==> config.mk <==
export PLATFORM = sky130hd
export DESIGN_NAME = main_mem_arbiter
export DESIGN_NICKNAME = d
export VERILOG_FILES = /design/src/rtl/main_mem_arbiter_pkg.sv /design/src/rtl/mem_arb_streak.sv /design/src/rtl/main_mem_arbiter.sv
export SDC_FILE = /design/constraint.sdc
export NUM_CORES = 1
export LEC_CHECK = 0
export ABC_AREA = 1
export CELL_PAD_IN_SITES_DETAIL_PLACEMENT = 1
export CELL_PAD_IN_SITES_GLOBAL_PLACEMENT = 2
export CORE_MARGIN = 4
export CORE_UTILIZATION = 25
export CTS_CLUSTER_SIZE = 12
export DETAILED_ROUTE_END_ITERATION = 6
export PLACE_DENSITY = 0.9
export SKIP_CTS_REPAIR_TIMING = 1
export SLEW_MARGIN = 20
export SYNTH_ARGS = -nofsm -noshare
export SYNTH_HDL_FRONTEND = slang
export SYNTH_HIERARCHICAL = 1
export SYNTH_SLANG_ARGS = --single-unit
==> constraint.sdc <==
create_clock -name clk -period 3.7 [get_ports clk]
set_input_delay 0.74 -clock clk [delete_from_list [all_inputs] [get_ports clk]]
set_output_delay 0.74 -clock clk [all_outputs]
set_load 0.01 [all_outputs]
==> src/rtl/main_mem_arbiter_pkg.sv <==
// Shared types and global widths for the main-memory arbiter and its streak/grant helper.
package main_mem_arbiter_pkg;

  localparam int unsigned GLB_ADDR_WIDTH         = 32;
  localparam int unsigned GLB_WORD_WIDTH         = 32;
  localparam int unsigned ICACHE_DATA_BLOCK_SIZE = 128;
  localparam int unsigned MEM_SIZE_WIDTH         = 3;
  localparam int unsigned DEF_MAX_LSU_STREAK     = 4;

  typedef enum logic {
    OWN_IFU = 1'b0,
    OWN_LSU = 1'b1
  } mem_owner_t;

  typedef enum logic [1:0] {
    ARB_IDLE = 2'd0,
    ARB_REQ  = 2'd1,
    ARB_RESP = 2'd2
  } mem_arb_state_t;

  // Transaction attributes latched alongside address/data at grant time.
  typedef struct packed {
    mem_owner_t                owner;
    logic                      wr;
    logic [MEM_SIZE_WIDTH-1:0] size;
  } mem_req_meta_t;

endpackage

==> src/rtl/mem_arb_streak.sv <==
// Grant pick between IFU and LSU plus the saturating count of LSU grants taken while the IFU waits.
module mem_arb_streak #(
  parameter int unsigned MAX_LSU_STREAK = 4
) (
  input  logic clk,
  input  logic rst_aH,
  input  logic arb_idle_i,
  input  logic ifu_valid_i,
  input  logic ifu_flush_i,
  input  logic lsu_valid_i,
  output logic ifu_grant_c,
  output logic lsu_grant_c
);

  localparam int unsigned CNT_W = (MAX_LSU_STREAK < 1) ? 1 : $clog2(MAX_LSU_STREAK + 1);

  logic [CNT_W-1:0] cnt_q, cnt_d;
  logic             streak_full;

  assign streak_full = (cnt_q == CNT_W'(MAX_LSU_STREAK));

  // A flushing IFU is never eligible, so the LSU may still take the slot that cycle.
  always_comb begin
    ifu_grant_c = 1'b0;
    lsu_grant_c = 1'b0;
    if (arb_idle_i) begin
      if (ifu_valid_i && !ifu_flush_i && (!lsu_valid_i || streak_full)) begin
        ifu_grant_c = 1'b1;
      end else if (lsu_valid_i) begin
        lsu_grant_c = 1'b1;
      end
    end
  end

  always_comb begin
    cnt_d = cnt_q;
    if (!ifu_valid_i || ifu_grant_c) begin
      cnt_d = '0;
    end else if (lsu_grant_c && !streak_full) begin
      cnt_d = cnt_q + CNT_W'(1);
    end
  end

  always_ff @(posedge clk) begin
    if (rst_aH) begin
      cnt_q <= '0;
    end else begin
      cnt_q <= cnt_d;
    end
  end

endmodule

==> src/rtl/main_mem_arbiter.sv <==
// Shares the single main-memory port between IFU block fills and LSU loads/stores,
// one transaction outstanding, responses routed back to the issuing requester.
module main_mem_arbiter
  import main_mem_arbiter_pkg::*;
#(
  parameter int unsigned ADDR_WIDTH     = GLB_ADDR_WIDTH,
  parameter int unsigned WORD_WIDTH     = GLB_WORD_WIDTH,
  parameter int unsigned BLOCK_WIDTH    = ICACHE_DATA_BLOCK_SIZE,
  parameter int unsigned MAX_LSU_STREAK = DEF_MAX_LSU_STREAK
) (
  input  logic                   clk,
  input  logic                   rst_aH,

  input  logic                   ifu_req_valid,
  output logic                   ifu_req_ready,
  input  logic [ADDR_WIDTH-1:0]  ifu_req_addr,
  input  logic                   ifu_flush,
  output logic                   ifu_resp_valid,
  output logic [ADDR_WIDTH-1:0]  ifu_resp_addr,
  output logic [BLOCK_WIDTH-1:0] ifu_resp_data,

  input  logic                   lsu_req_valid,
  output logic                   lsu_req_ready,
  input  logic                   lsu_req_wr,
  input  logic [ADDR_WIDTH-1:0]  lsu_req_addr,
  input  logic [2:0]             lsu_req_size,
  input  logic [WORD_WIDTH-1:0]  lsu_req_data,
  output logic                   lsu_resp_valid,
  output logic [ADDR_WIDTH-1:0]  lsu_resp_addr,
  output logic [BLOCK_WIDTH-1:0] lsu_resp_data,

  output logic                   mem_req_valid,
  input  logic                   mem_req_ready,
  output logic                   mem_req_wr,
  output logic [ADDR_WIDTH-1:0]  mem_req_addr,
  output logic [2:0]             mem_req_size,
  output logic [WORD_WIDTH-1:0]  mem_req_data,
  input  logic                   mem_resp_valid,
  input  logic [BLOCK_WIDTH-1:0] mem_resp_data,

  output logic                   busy
);

  mem_arb_state_t         state_q, state_d;
  mem_req_meta_t          meta_q, meta_d;
  logic [ADDR_WIDTH-1:0]  addr_q, addr_d;
  logic [WORD_WIDTH-1:0]  wdata_q, wdata_d;
  logic                   squash_q, squash_d;
  logic                   ifu_rv_q, ifu_rv_d;
  logic [ADDR_WIDTH-1:0]  ifu_ra_q, ifu_ra_d;
  logic [BLOCK_WIDTH-1:0] ifu_rd_q, ifu_rd_d;
  logic                   lsu_rv_q, lsu_rv_d;
  logic [ADDR_WIDTH-1:0]  lsu_ra_q, lsu_ra_d;
  logic [BLOCK_WIDTH-1:0] lsu_rd_q, lsu_rd_d;
  logic                   ifu_grant, lsu_grant;
  logic                   ifu_flush_hit;

  mem_arb_streak #(
    .MAX_LSU_STREAK (MAX_LSU_STREAK)
  ) u_streak (
    .clk         (clk),
    .rst_aH      (rst_aH),
    .arb_idle_i  (state_q == ARB_IDLE),
    .ifu_valid_i (ifu_req_valid),
    .ifu_flush_i (ifu_flush),
    .lsu_valid_i (lsu_req_valid),
    .ifu_grant_c (ifu_grant),
    .lsu_grant_c (lsu_grant)
  );

  assign ifu_flush_hit = ifu_flush && (meta_q.owner == OWN_IFU);

  always_comb begin
    state_d  = state_q;
    meta_d   = meta_q;
    addr_d   = addr_q;
    wdata_d  = wdata_q;
    squash_d = squash_q;
    ifu_rv_d = 1'b0;
    ifu_ra_d = ifu_ra_q;
    ifu_rd_d = ifu_rd_q;
    lsu_rv_d = 1'b0;
    lsu_ra_d = lsu_ra_q;
    lsu_rd_d = lsu_rd_q;

    unique case (state_q)
      ARB_IDLE: begin
        if (lsu_grant) begin
          meta_d  = '{owner: OWN_LSU, wr: lsu_req_wr, size: lsu_req_size};
          addr_d  = lsu_req_addr;
          wdata_d = lsu_req_data;
          state_d = ARB_REQ;
        end else if (ifu_grant) begin
          meta_d  = '{owner: OWN_IFU, wr: 1'b0, size: '0};
          addr_d  = ifu_req_addr;
          wdata_d = '0;
          state_d = ARB_REQ;
        end
      end
      ARB_REQ: begin
        if (ifu_flush_hit) squash_d = 1'b1;
        if (mem_req_ready) state_d = meta_q.wr ? ARB_IDLE : ARB_RESP;
      end
      ARB_RESP: begin
        if (ifu_flush_hit) squash_d = 1'b1;
        // A flush landing with the response itself still squashes the fill.
        if (mem_resp_valid) begin
          state_d = ARB_IDLE;
          if (meta_q.owner == OWN_LSU) begin
            lsu_rv_d = 1'b1;
            lsu_ra_d = addr_q;
            lsu_rd_d = mem_resp_data;
          end else if (!squash_d) begin
            ifu_rv_d = 1'b1;
            ifu_ra_d = addr_q;
            ifu_rd_d = mem_resp_data;
          end
        end
      end
      default: state_d = ARB_IDLE;
    endcase

    if (state_d == ARB_IDLE) squash_d = 1'b0;
  end

  always_ff @(posedge clk) begin
    if (rst_aH) begin
      state_q  <= ARB_IDLE;
      meta_q   <= '0;
      addr_q   <= '0;
      wdata_q  <= '0;
      squash_q <= 1'b0;
      ifu_rv_q <= 1'b0;
      ifu_ra_q <= '0;
      ifu_rd_q <= '0;
      lsu_rv_q <= 1'b0;
      lsu_ra_q <= '0;
      lsu_rd_q <= '0;
    end else begin
      state_q  <= state_d;
      meta_q   <= meta_d;
      addr_q   <= addr_d;
      wdata_q  <= wdata_d;
      squash_q <= squash_d;
      ifu_rv_q <= ifu_rv_d;
      ifu_ra_q <= ifu_ra_d;
      ifu_rd_q <= ifu_rd_d;
      lsu_rv_q <= lsu_rv_d;
      lsu_ra_q <= lsu_ra_d;
      lsu_rd_q <= lsu_rd_d;
    end
  end

  assign ifu_req_ready  = ifu_grant;
  assign lsu_req_ready  = lsu_grant;
  assign busy           = (state_q != ARB_IDLE);
  assign mem_req_valid  = (state_q == ARB_REQ);
  assign mem_req_wr     = meta_q.wr;
  assign mem_req_size   = meta_q.size;
  assign mem_req_addr   = addr_q;
  assign mem_req_data   = wdata_q;
  assign ifu_resp_valid = ifu_rv_q;
  assign ifu_resp_addr  = ifu_ra_q;
  assign ifu_resp_data  = ifu_rd_q;
  assign lsu_resp_valid = lsu_rv_q;
  assign lsu_resp_addr  = lsu_ra_q;
  assign lsu_resp_data  = lsu_rd_q;

endmodule

==> results_dict.tcl <==
set metrics [dict create \
    status "finished clean" \
    critical_path_arrival_ns 2.33 \
    dr.pass1.iters 4 \
    synthTopCellsByArea "dfxtp_1 (54%), nand3_1 (12%), a21oi_1 (12%), nand2_1 (12%), clkbuf_1 (3.6%)" \
    grtUsageTotal_pct 19.9 \
    die_w_microns 250 \
    fp-row-count 88 \
    ios 629 \
    total_power_mw 11.5 \
    critPathSlowestCell "clkdlybuf4s50_1" \
    yosysSeqAreaShare_pct 54.5 \
    place_ws_ns 0.509 \
    htreeDepth 2 \
    rrSetupSlack_ns 1.13 \
    yosys_warnings 6 \
    synth_cells 1838 \
    routed_wl_mm 65.5 \
    clk_pin_slew_ns 0.06 \
    layout.nets 2604 \
    vias 15361 \
    die_area_sq_um 62300 \
    r2r_cells 10 \
    cts_made_buffers 45 \
    post-route-period-util_pct 83.0 \
    synthArstFlopShare_pct 0 \
    drive_gt1_share_pct 4.71 \
    startpoint "ifu_flush" \
    r2r-start "state_q[1]" \
    die_y_microns 250 \
    cts_tree "built" \
    path_cells "clkdlybuf4s50_1, nor2_1, nand3_2, inv_1, clkdlybuf4s50_1" \
    cpPeakStageDelay_ns 0.57 \
    grt_overflow_total 0 \
    syn2layout_area_growth_pct 57.8 \
    vias_per_cell 4.84 \
    synth-main-ff-cell "dfxtp_1" \
    holdCritPathClass "flip-flop to flip-flop" \
    initial_core_util_pct 25.3 \
    ys_types 23 \
    drc 0 \
    drv_slew 0 \
    port_buffers 628 \
    grt_pass1_wl_mm 98.9 \
    whs_path_depth 2 \
    clk_latency_ns 0.57 \
    synth_top_area_cell "dfxtp_1" \
    max_slew_margin_pct 34.7 \
    gp_congestion 0.803 \
    avgRoutedWirePerCell_microns 20.7 \
    path_class "input pin to primary output" \
    synth-seq-cells 397 \
    crit_path_start_kind "input pin" \
    hold_violations 0 \
    grt_max_degree 165 \
    synth_nets 2079 \
    skew_ns 0.0120 \
    cap_violations 0 \
    p_leak_nw 7.82 \
    grt_pass1_vias 16064 \
    core-area_sq_um 57700 \
    power-per-cell-area_nw_per_um2 500 \
    required_ns 2.96 \
    cts_root_buf "clkbuf_16" \
    fin_tns_setup_ns 0 \
    rsz0062_at_grt "no" \
    ir_worst_vdd_mv 0.305 \
    hold_path_startpoint "lsu_resp_data[13]" \
    initialDrtViolationCount 769 \
    antenna_found_initial 9 \
    dpl.hpwl_mm 44.5 \
    synth_top_area_share_pct 54.5 \
    worstMarginPinSlew_ns 0.980 \
    synth_common_cells "nand2_1 (472), dfxtp_1 (397), nand3_1 (361)" \
    fin_ws_ns 0.628 \
    r2r_end "mem_req_data[27]" \
    holdPathEnd "lsu_resp_data[13]" \
    synth.most_common_cell "nand2_1" \
    ant_nets 0 \
    syn_area_per_cell_sq_um 7.94 \
    cp-end-kind "primary output" \
    syn-cell-area_sq_um 14600 \
    cts_buffer_depth 3 \
    synth_edf_count 0 \
    clock_sinks 397 \
    setup_violations 0 \
    fin_crit_ns 3.07 \
    cpMostUsedCell "clkdlybuf4s50_1" \
    worst-path-max-fanout 3 \
    maxClockFrequency_mhz 326 \
]
[kinds of logic (layout without fill, tap and decap cells)]
logic type / Yosys count / count (layout) / share of synthesized area [%]
AO/OA/AOI/OAI: 393 / 393 / 14.6
adder cells (fa/ha/maj): 6 / 6 / 0.515
buffers and inverters: 191 / 751 / 5.19
flip-flops: 397 / 397 / 54.5
other: 0 / 8 / 0
AND/OR/NAND/NOR: 851 / 851 / 25.2
[where the power goes]
group	internal (mW)	switching [mW]	total (mW)	leakage, nW
Sequential	4.49	0.220	4.71	3.21
Combinational	0.866	1.25	2.12	3.85
Clock	2.78	1.90	4.68	0.765
Total	8.14	3.37	11.5	7.82
[worst max path at each step]
stage | to | slack [ns] | depth (start not counted)
4_1_cts | ifu_req_ready | 0.61 | 5
5_1_grt | ifu_req_ready | 0.55 | 5
3_5_place_dp | mem_req_data[15] | 0.51 | 9
2_1_floorplan | mem_req_addr[10] | 1.40 | 10
3_3_place_gp | ifu_req_ready | 0.62 | 5
6_report | ifu_req_ready | 0.63 | 5
[registers in the layout (all words and copies together), names as in the netlist, 2 cells and up]
| name | cells |
|---|---|
| lsu_resp_addr | 32 |
| mem_req_data | 32 |
| mem_req_size | 3 |
| ifu_resp_addr | 32 |
| state_q | 2 |
| ifu_resp_data | 128 |
| lsu_resp_data | 128 |
| u_streak/cnt_q | 3 |
| mem_req_addr | 32 |
[through the flow]
step / hold slack (ns) / area [sq um] / util (%) / std cells
floorplan: 0.445 / 14600 / - / 1838
global placement: 0.447 / 21500 / 37.2 / 3081
detailed placement: 0.452 / 21500 / 37.2 / 3081
CTS: 0.462 / 23000 / 39.9 / 3163
global route: 0.476 / 23000 / 39.9 / 3169
finish: 0.460 / 23000 / 39.9 / 3171
[placed cells by master (no fill, tap or decap), types with 4 or more instances in the layout]
cell type and count:
clkbuf_1 8, buf_4 13, buf_12 8, nor2_1 10, a21oi_1 357, ha_1 6, inv_1 15, o211a_1 32
nand3_1 361, nand2_2 4, clkdlybuf4s50_1 627, clkinv_2 5, clkbuf_8 16, clkbuf_16 45, diode_2 8, dfxtp_1 396
nand2_1 470
[worst max-delay path, delay by kind of cell]
family | cells | cell delay, ns
buffers and inverters | 3 | 1.17
AND/OR/NAND/NOR | 2 | 0.41
[metal layers]
metal	vias up	track usage, %	part of all wire (%)
li1	7261	-	-
met1	7499	22.3	39
met2	478	34.7	50
met3	121	7.09	8.2
met4	2	7.32	3.4
met5	-	0	0.020
[cell type report]
| cell class | instances | area (sq um) |
|---|---|---|
| flip-flops and latches | 397 | 7950 |
| clock buffers | 69 | 1380 |
| clock inverters | 13 | 173 |
| repair buffers | 649 | 6550 |
| diodes | 8 | 20.0 |
| inverters | 20 | 83.8 |
| fillers | 6798 | 34700 |
| multi-input cells | 1250 | 5920 |
| well taps | 765 | 957 |
Note: power is estimated with default switching activity, not from simulation.
==> edit 1: new RTL, config.mk and constraints unchanged <==
The package constant `DEF_MAX_LSU_STREAK` goes from 4 to 2.
--- a/src/rtl/main_mem_arbiter_pkg.sv
+++ b/src/rtl/main_mem_arbiter_pkg.sv
@@ -5,7 +5,7 @@
   localparam int unsigned GLB_WORD_WIDTH         = 32;
   localparam int unsigned ICACHE_DATA_BLOCK_SIZE = 128;
   localparam int unsigned MEM_SIZE_WIDTH         = 3;
-  localparam int unsigned DEF_MAX_LSU_STREAK     = 4;
+  localparam int unsigned DEF_MAX_LSU_STREAK     = 2;
 
   typedef enum logic {
     OWN_IFU = 1'b0,
Check against the original RTL: same outputs for any inputs over 4 cycles, from zero or initial values and one cycle with rst_aH high; that may be too few to reach the edited logic, so the function may still have changed.
==> edit 1 against the original RTL <==
Non-clock buffer count unchanged; routed wire length decreased by 1.2%; largest cell class unchanged; total power increased by 0.91%; highest routed layer is now met4; die area decreased by 0.50%; critical path depth unchanged; design area about the same; clock skew increased by 0.0042 ns; area after synthesis decreased by 0.51%; first-iteration DRC count decreased by 9.6%; setup slack got worse by 0.075 ns; sequential cell count decreased by 1.
==> edit 1: results (changes against the original RTL) <==
metric,value,unit,change
cpPeakStageDelay,0.59,ns,+0.02 ns
antenna_found_initial,3,,-6
dp_hpwl,43.7,mm,-1.9%
path_clk_slew,0.05,ns,
synthTopCellsByArea,"dfxtp_1 55%, nand3_1 12%, a21oi_1 12%",,
avgViaCountPerCell,4.84,,about the same
numPortBuffers,628,,unchanged
wl_per_cell,20.5,µm,-0.99%
gp_congestion,0.820,,+2.2%
synthDistinctLibCells,19,,-17%
wl_met1,25.6,mm,+0.40%
seq_area_frac_synth,0.546,,+0.00144
synthFlopType,dfxtp_1,,
slew_violations,0,,unchanged
hp-class,flip-flop to flip-flop,,
critPathTopFamily,buffers and inverters,,
placed_area,21400,µm²,-0.23%
grt_pass1_vias,16177,,+0.70%
syn_nets,2069,,-0.48%
async_reset_ff_frac,0,,unchanged
p_leak,7.84,nW,+0.27%
first_pass_iters,5,,+1
grt_start_max_net_pins,166,,+0.61%
top_layer,met4,,
routed-wl-met3,4.82,mm,-10%
fillCellCount,6767,,-0.46%
fin_worst_skew,0.0163,ns,+0.00422 ns
root_buffer,clkbuf_16,,
status,"finished, final reports clean",,
clock_path_buffers,3,,unchanged
htree_levels,2,,unchanged
yosysWarnings,6,,unchanged
grt.total_usage,0.198,,about the same
tightest_slew,0.997,ns,+0.0175 ns
irDropWorstVdd,0.000378,V,+24%
clock_latency,0.56,ns,
synthTopCellsByCount,"474 x nand2_1, 396 x dfxtp_1, 360 x nand3_1, 358 x a21oi_1, 138 x clkbuf_1",,
nets,2596,,-0.31%
drt_iter0_drc,695,,-9.6%
critPathSlowestCell,clkdlybuf4s50_1,,
drive_above_1_share,0.0468,,-0.000319
critPathArrivalTime,2.41,ns,+0.08 ns
cts_buffers,47,,+4.4%
critPathMaxFanout,3,,unchanged
grt_pass1_wl,98.6,mm,-0.31%
wl_met2,31.8,mm,-2.0%
## edit 1: where the power goes
part / internal [W] / total, W / switching, W
sequential: 0.00448 / 0.00472 / 0.000246
clock: 0.00292 / 0.00479 / 0.00187
combinational: 0.000873 / 0.00210 / 0.00123
total: 0.00827 / 0.0116 / 0.00334
## edit 1: final cells by class
cell class / count / area, µm² / area share
antenna: 5 / 12.5 / 0.000543
timing repair buffer: 649 / 6570 / 0.285
clock inverter: 10 / 110 / 0.00478
multi-input combinational: 1244 / 5870 / 0.255
inverter: 18 / 76.3 / 0.00331
clock buffer: 76 / 1510 / 0.0654
tap: 765 / 957 / 0.0415
sequential: 396 / 7930 / 0.344
## edit 1: cell families (layout without fill, tap and decap cells)
group,count (synthesis),in the layout,synth area share
other cells,0,5,0
flops,396,396,0.546
buf+inv,189,753,0.0515
compound gates,393,393,0.147
fa+ha+maj,5,5,0.00431
simple gates,846,846,0.251
## edit 1: worst reg2reg max path, delay by kind of cell (launching register included)
kind                     cells  cell delay (ns)
AO/OA/AOI/OAI                3             0.48
AND/OR/NAND/NOR              3             0.49
adder cells (fa/ha/maj)      1             0.31
flip-flops                   1             0.34
buffers and inverters        3             0.80
## edit 1: stage by stage
stage	worst slack, ns	cells
floorplan	1.43	1829
global placement	0.538	3072
detailed placement	0.541	3072
CTS	0.537	3158
global route	0.481	3161
finish	0.553	3163
## edit 1: path summary, 6_finish.rpt
check | from | endpoint | slack [ns] | depth (start not counted)
min | lsu_resp_data[54]$_SDFFE_PP0P_ | lsu_resp_data[54]$_SDFFE_PP0P_ | 0.46 | 2
min reg2reg | lsu_resp_data[54]$_SDFFE_PP0P_ | lsu_resp_data[54]$_SDFFE_PP0P_ | 0.46 | 2
max | ifu_flush | ifu_req_ready | 0.55 | 5
max reg2reg | state_q[1]$_SDFF_PP0_ | mem_req_data[21]$_SDFFE_PP0P_ | 1.22 | 10
## edit 1: per-layer routing
layer,global-route usage,vias to the layer above
met3,0.0612,117
met5,0,-
met1,0.226,7499
met4,0.0798,0
met2,0.347,479
li1,-,7220
==> edit 2: new RTL, same flow settings <==
Without the edit above. Reset style: asynchronous (`rst_aH`), changed in 2 clocked blocks.
--- a/src/rtl/mem_arb_streak.sv
+++ b/src/rtl/mem_arb_streak.sv
@@ -41,7 +41,7 @@
     end
   end
 
-  always_ff @(posedge clk) begin
+  always_ff @(posedge clk or posedge rst_aH) begin
     if (rst_aH) begin
       cnt_q <= '0;
     end else begin
--- a/src/rtl/main_mem_arbiter.sv
+++ b/src/rtl/main_mem_arbiter.sv
@@ -123,7 +123,7 @@
     if (state_d == ARB_IDLE) squash_d = 1'b0;
   end
 
-  always_ff @(posedge clk) begin
+  always_ff @(posedge clk or posedge rst_aH) begin
     if (rst_aH) begin
       state_q  <= ARB_IDLE;
       meta_q   <= '0;
Check against the original RTL: differs if rst_aH is asserted again (counterexample within 4 cycles, from zero or initial values and one cycle with rst_aH high); with rst_aH held inactive, the same outputs for 4 cycles.
==> edit 2 against the original RTL <==
Setup slack better by 0.048 ns; sequential share of layout area up 6.6 points; first-iteration DRC count down 5.5%; worst hold slack worse by 0.0094 ns; routed wire length down 6.4%; die area up 5.6%; count of clock-buffer cells in the layout down 3; area after synthesis up 5.8%; design area up 4.9%; via count down 7.9%; final cell count up 1.5%; sequential cell count unchanged.
Power is not compared: it rests on default switching activity, and its combinational part moved more than twofold at a synthesized area within 25%.
==> edit 2: results (changes against the original RTL) <==
metric,value,unit,change
p_clk,0.00458,W,
synthTopCellsByCount,"1150 x nand2_1, 397 x dfrtp_1, 64 x o21ai_0, 61 x buf_2, 47 x inv_1",,
via_count,14152,,-7.9%
reg2reg_to,mem_req_addr[25]$_DFFE_PP0P_,,
cp-endpoint,ifu_req_ready,,
yosysWarnings,6,,unchanged
grt_start_max_net_pins,193,,+17%
grt_pass1_vias,15579,,-3.0%
syn_nets,2025,,-2.6%
grt.total_usage,0.180,,-0.0185
first_pass_iters,5,,+1
synthTopCellsByArea,"dfrtp_1 64%, nand2_1 28%, o21ai_0 2.1%",,
p_int,0.0127,W,
slew_headroom,0.338,,-0.00873
nets,2638,,+1.3%
dp_hpwl,43.9,mm,-1.3%
path_clk_slew,0.06,ns,about the same
clock_path_buffers,3,,unchanged
pg_seq,0.00714,W,
drt-total-wl,61.4,mm,-6.4%
htree_levels,2,,unchanged
critPathMaxFanout,2,,-1
synthFlopType,dfrtp_1,,
p_clk_frac,0.237,,
reg2regPathDepth,11,,+1
hp-class,primary input to async pin,,
synthDistinctLibCells,20,,-13%
grt_pass1_wl,94.2,mm,-4.8%
antenna_found_initial,8,,-1
fin_worst_skew,0.0226,ns,+0.0106 ns
gp_congestion,0.829,,+3.2%
drive_above_1_share,0.0502,,+0.00304
r2r_setup_slack,1.10,ns,-0.03 ns
root_buffer,clkbuf_16,,
async_reset_ff_frac,1.00,,+1.00
status,"finished, final reports clean",,
critPathArrivalTime,2.28,ns,-0.05 ns
drt_iter0_drc,727,,-5.5%
critPathLaunch,ifu_flush,,
power-top-group,combinational logic,,
reg2reg_from,state_q[0]$_DFF_PP0_,,
placed_area,22600,µm²,+5.5%
seq_area_frac_synth,0.644,,+0.0988
numPortBuffers,628,,unchanged
irDropWorstVdd,0.000468,V,
clock_latency,0.56,ns,
p_leak,12.0,nW,
cts_buffers,46,,+2.2%
==> edit 2: cell types whose count changed after synthesis, moves of 8 or more <==
cell | unedited run | this run
nand2_1 | 472 | 1150
dfrtp_1 | 0 | 397
dfxtp_1 | 397 | 0
nand3_1 | 361 | 4
a21oi_1 | 358 | 2
clkbuf_1 | 138 | 18
o21ai_0 | 1 | 64
buf_2 | 22 | 61
o211a_1 | 32 | 0
inv_1 | 17 | 47
buf_4 | 3 | 14
buf_1 | 8 | 0
==> edit 2: per-stage QoR <==
step | hold slack [ns] | setup slack, ns | TNS [ns] | util | cells
floorplan | 0.450 | -2.34 | -922.69 | - | 1788
global placement | 0.453 | 0.655 | 0 | 0.373 | 3135
detailed placement | 0.458 | 0.567 | 0 | 0.373 | 3135
CTS | 0.404 | 0.587 | 0 | 0.398 | 3214
global route | 0.426 | 0.537 | 0 | 0.398 | 3217
finish | 0.450 | 0.676 | 0 | 0.398 | 3217
==> edit 2: area by class of cell <==
type                    count  area [µm²]
flip-flops and latches    397        9930
fillers                  7129       36500
clock buffers              66        1370
diodes                      3        7.51
multi-input cells        1245        4850
clock inverters            13         148
well taps                 782         978
inverters                  53         206
repair buffers            658        6660
==> edit 2: cell families (layout without fill, tap and decap cells) <==
| family | count (synthesis) | in the layout | share of synthesized area |
|---|---|---|---|
| AND/OR/NAND/NOR | 1176 | 1176 | 0.289 |
| flip-flops | 397 | 397 | 0.644 |
| buffers and inverters | 146 | 790 | 0.0439 |
| AO/OA/AOI/OAI | 67 | 67 | 0.0219 |
| adder cells (fa/ha/maj) | 2 | 2 | 0.00162 |
| other | 0 | 3 | 0 |
==> edit 2: worst max-delay path: stages <==
cell	delay, ns
clkdlybuf4s50_1	0.49
nor2_1	0.29
nand3_2	0.13
inv_1	0.10
clkdlybuf4s50_1	0.54
==> edit 2: worst min-delay path by stage <==
stage,from,to,slack (ns),depth (start not counted)
floorplan,mem_req_size[0]$_DFFE_PP0P_,mem_req_size[0]$_DFFE_PP0P_,0.45,2
global placement,ifu_resp_data[48]$_DFFE_PP0P_,ifu_resp_data[48]$_DFFE_PP0P_,0.45,2
detailed placement,ifu_resp_data[98]$_DFFE_PP0P_,ifu_resp_data[98]$_DFFE_PP0P_,0.46,2
CTS,rst_aH,u_streak/cnt_q[1]$_DFFE_PP0P_,0.40,2
global route,rst_aH,u_streak/cnt_q[0]$_DFFE_PP0P_,0.43,2
finish,rst_aH,u_streak/cnt_q[1]$_DFFE_PP0P_,0.45,2
==> edit 2: layer usage <==
metal | share of wire | up-vias | global-route usage | wire (µm)
met5 | 0.0011 | - | 0 | 65
met4 | 0.028 | 10 | 0.0512 | 1730
met3 | 0.080 | 95 | 0.0646 | 4910
met2 | 0.50 | 466 | 0.321 | 30800
met1 | 0.39 | 6982 | 0.203 | 23900
li1 | - | 6599 | - | -
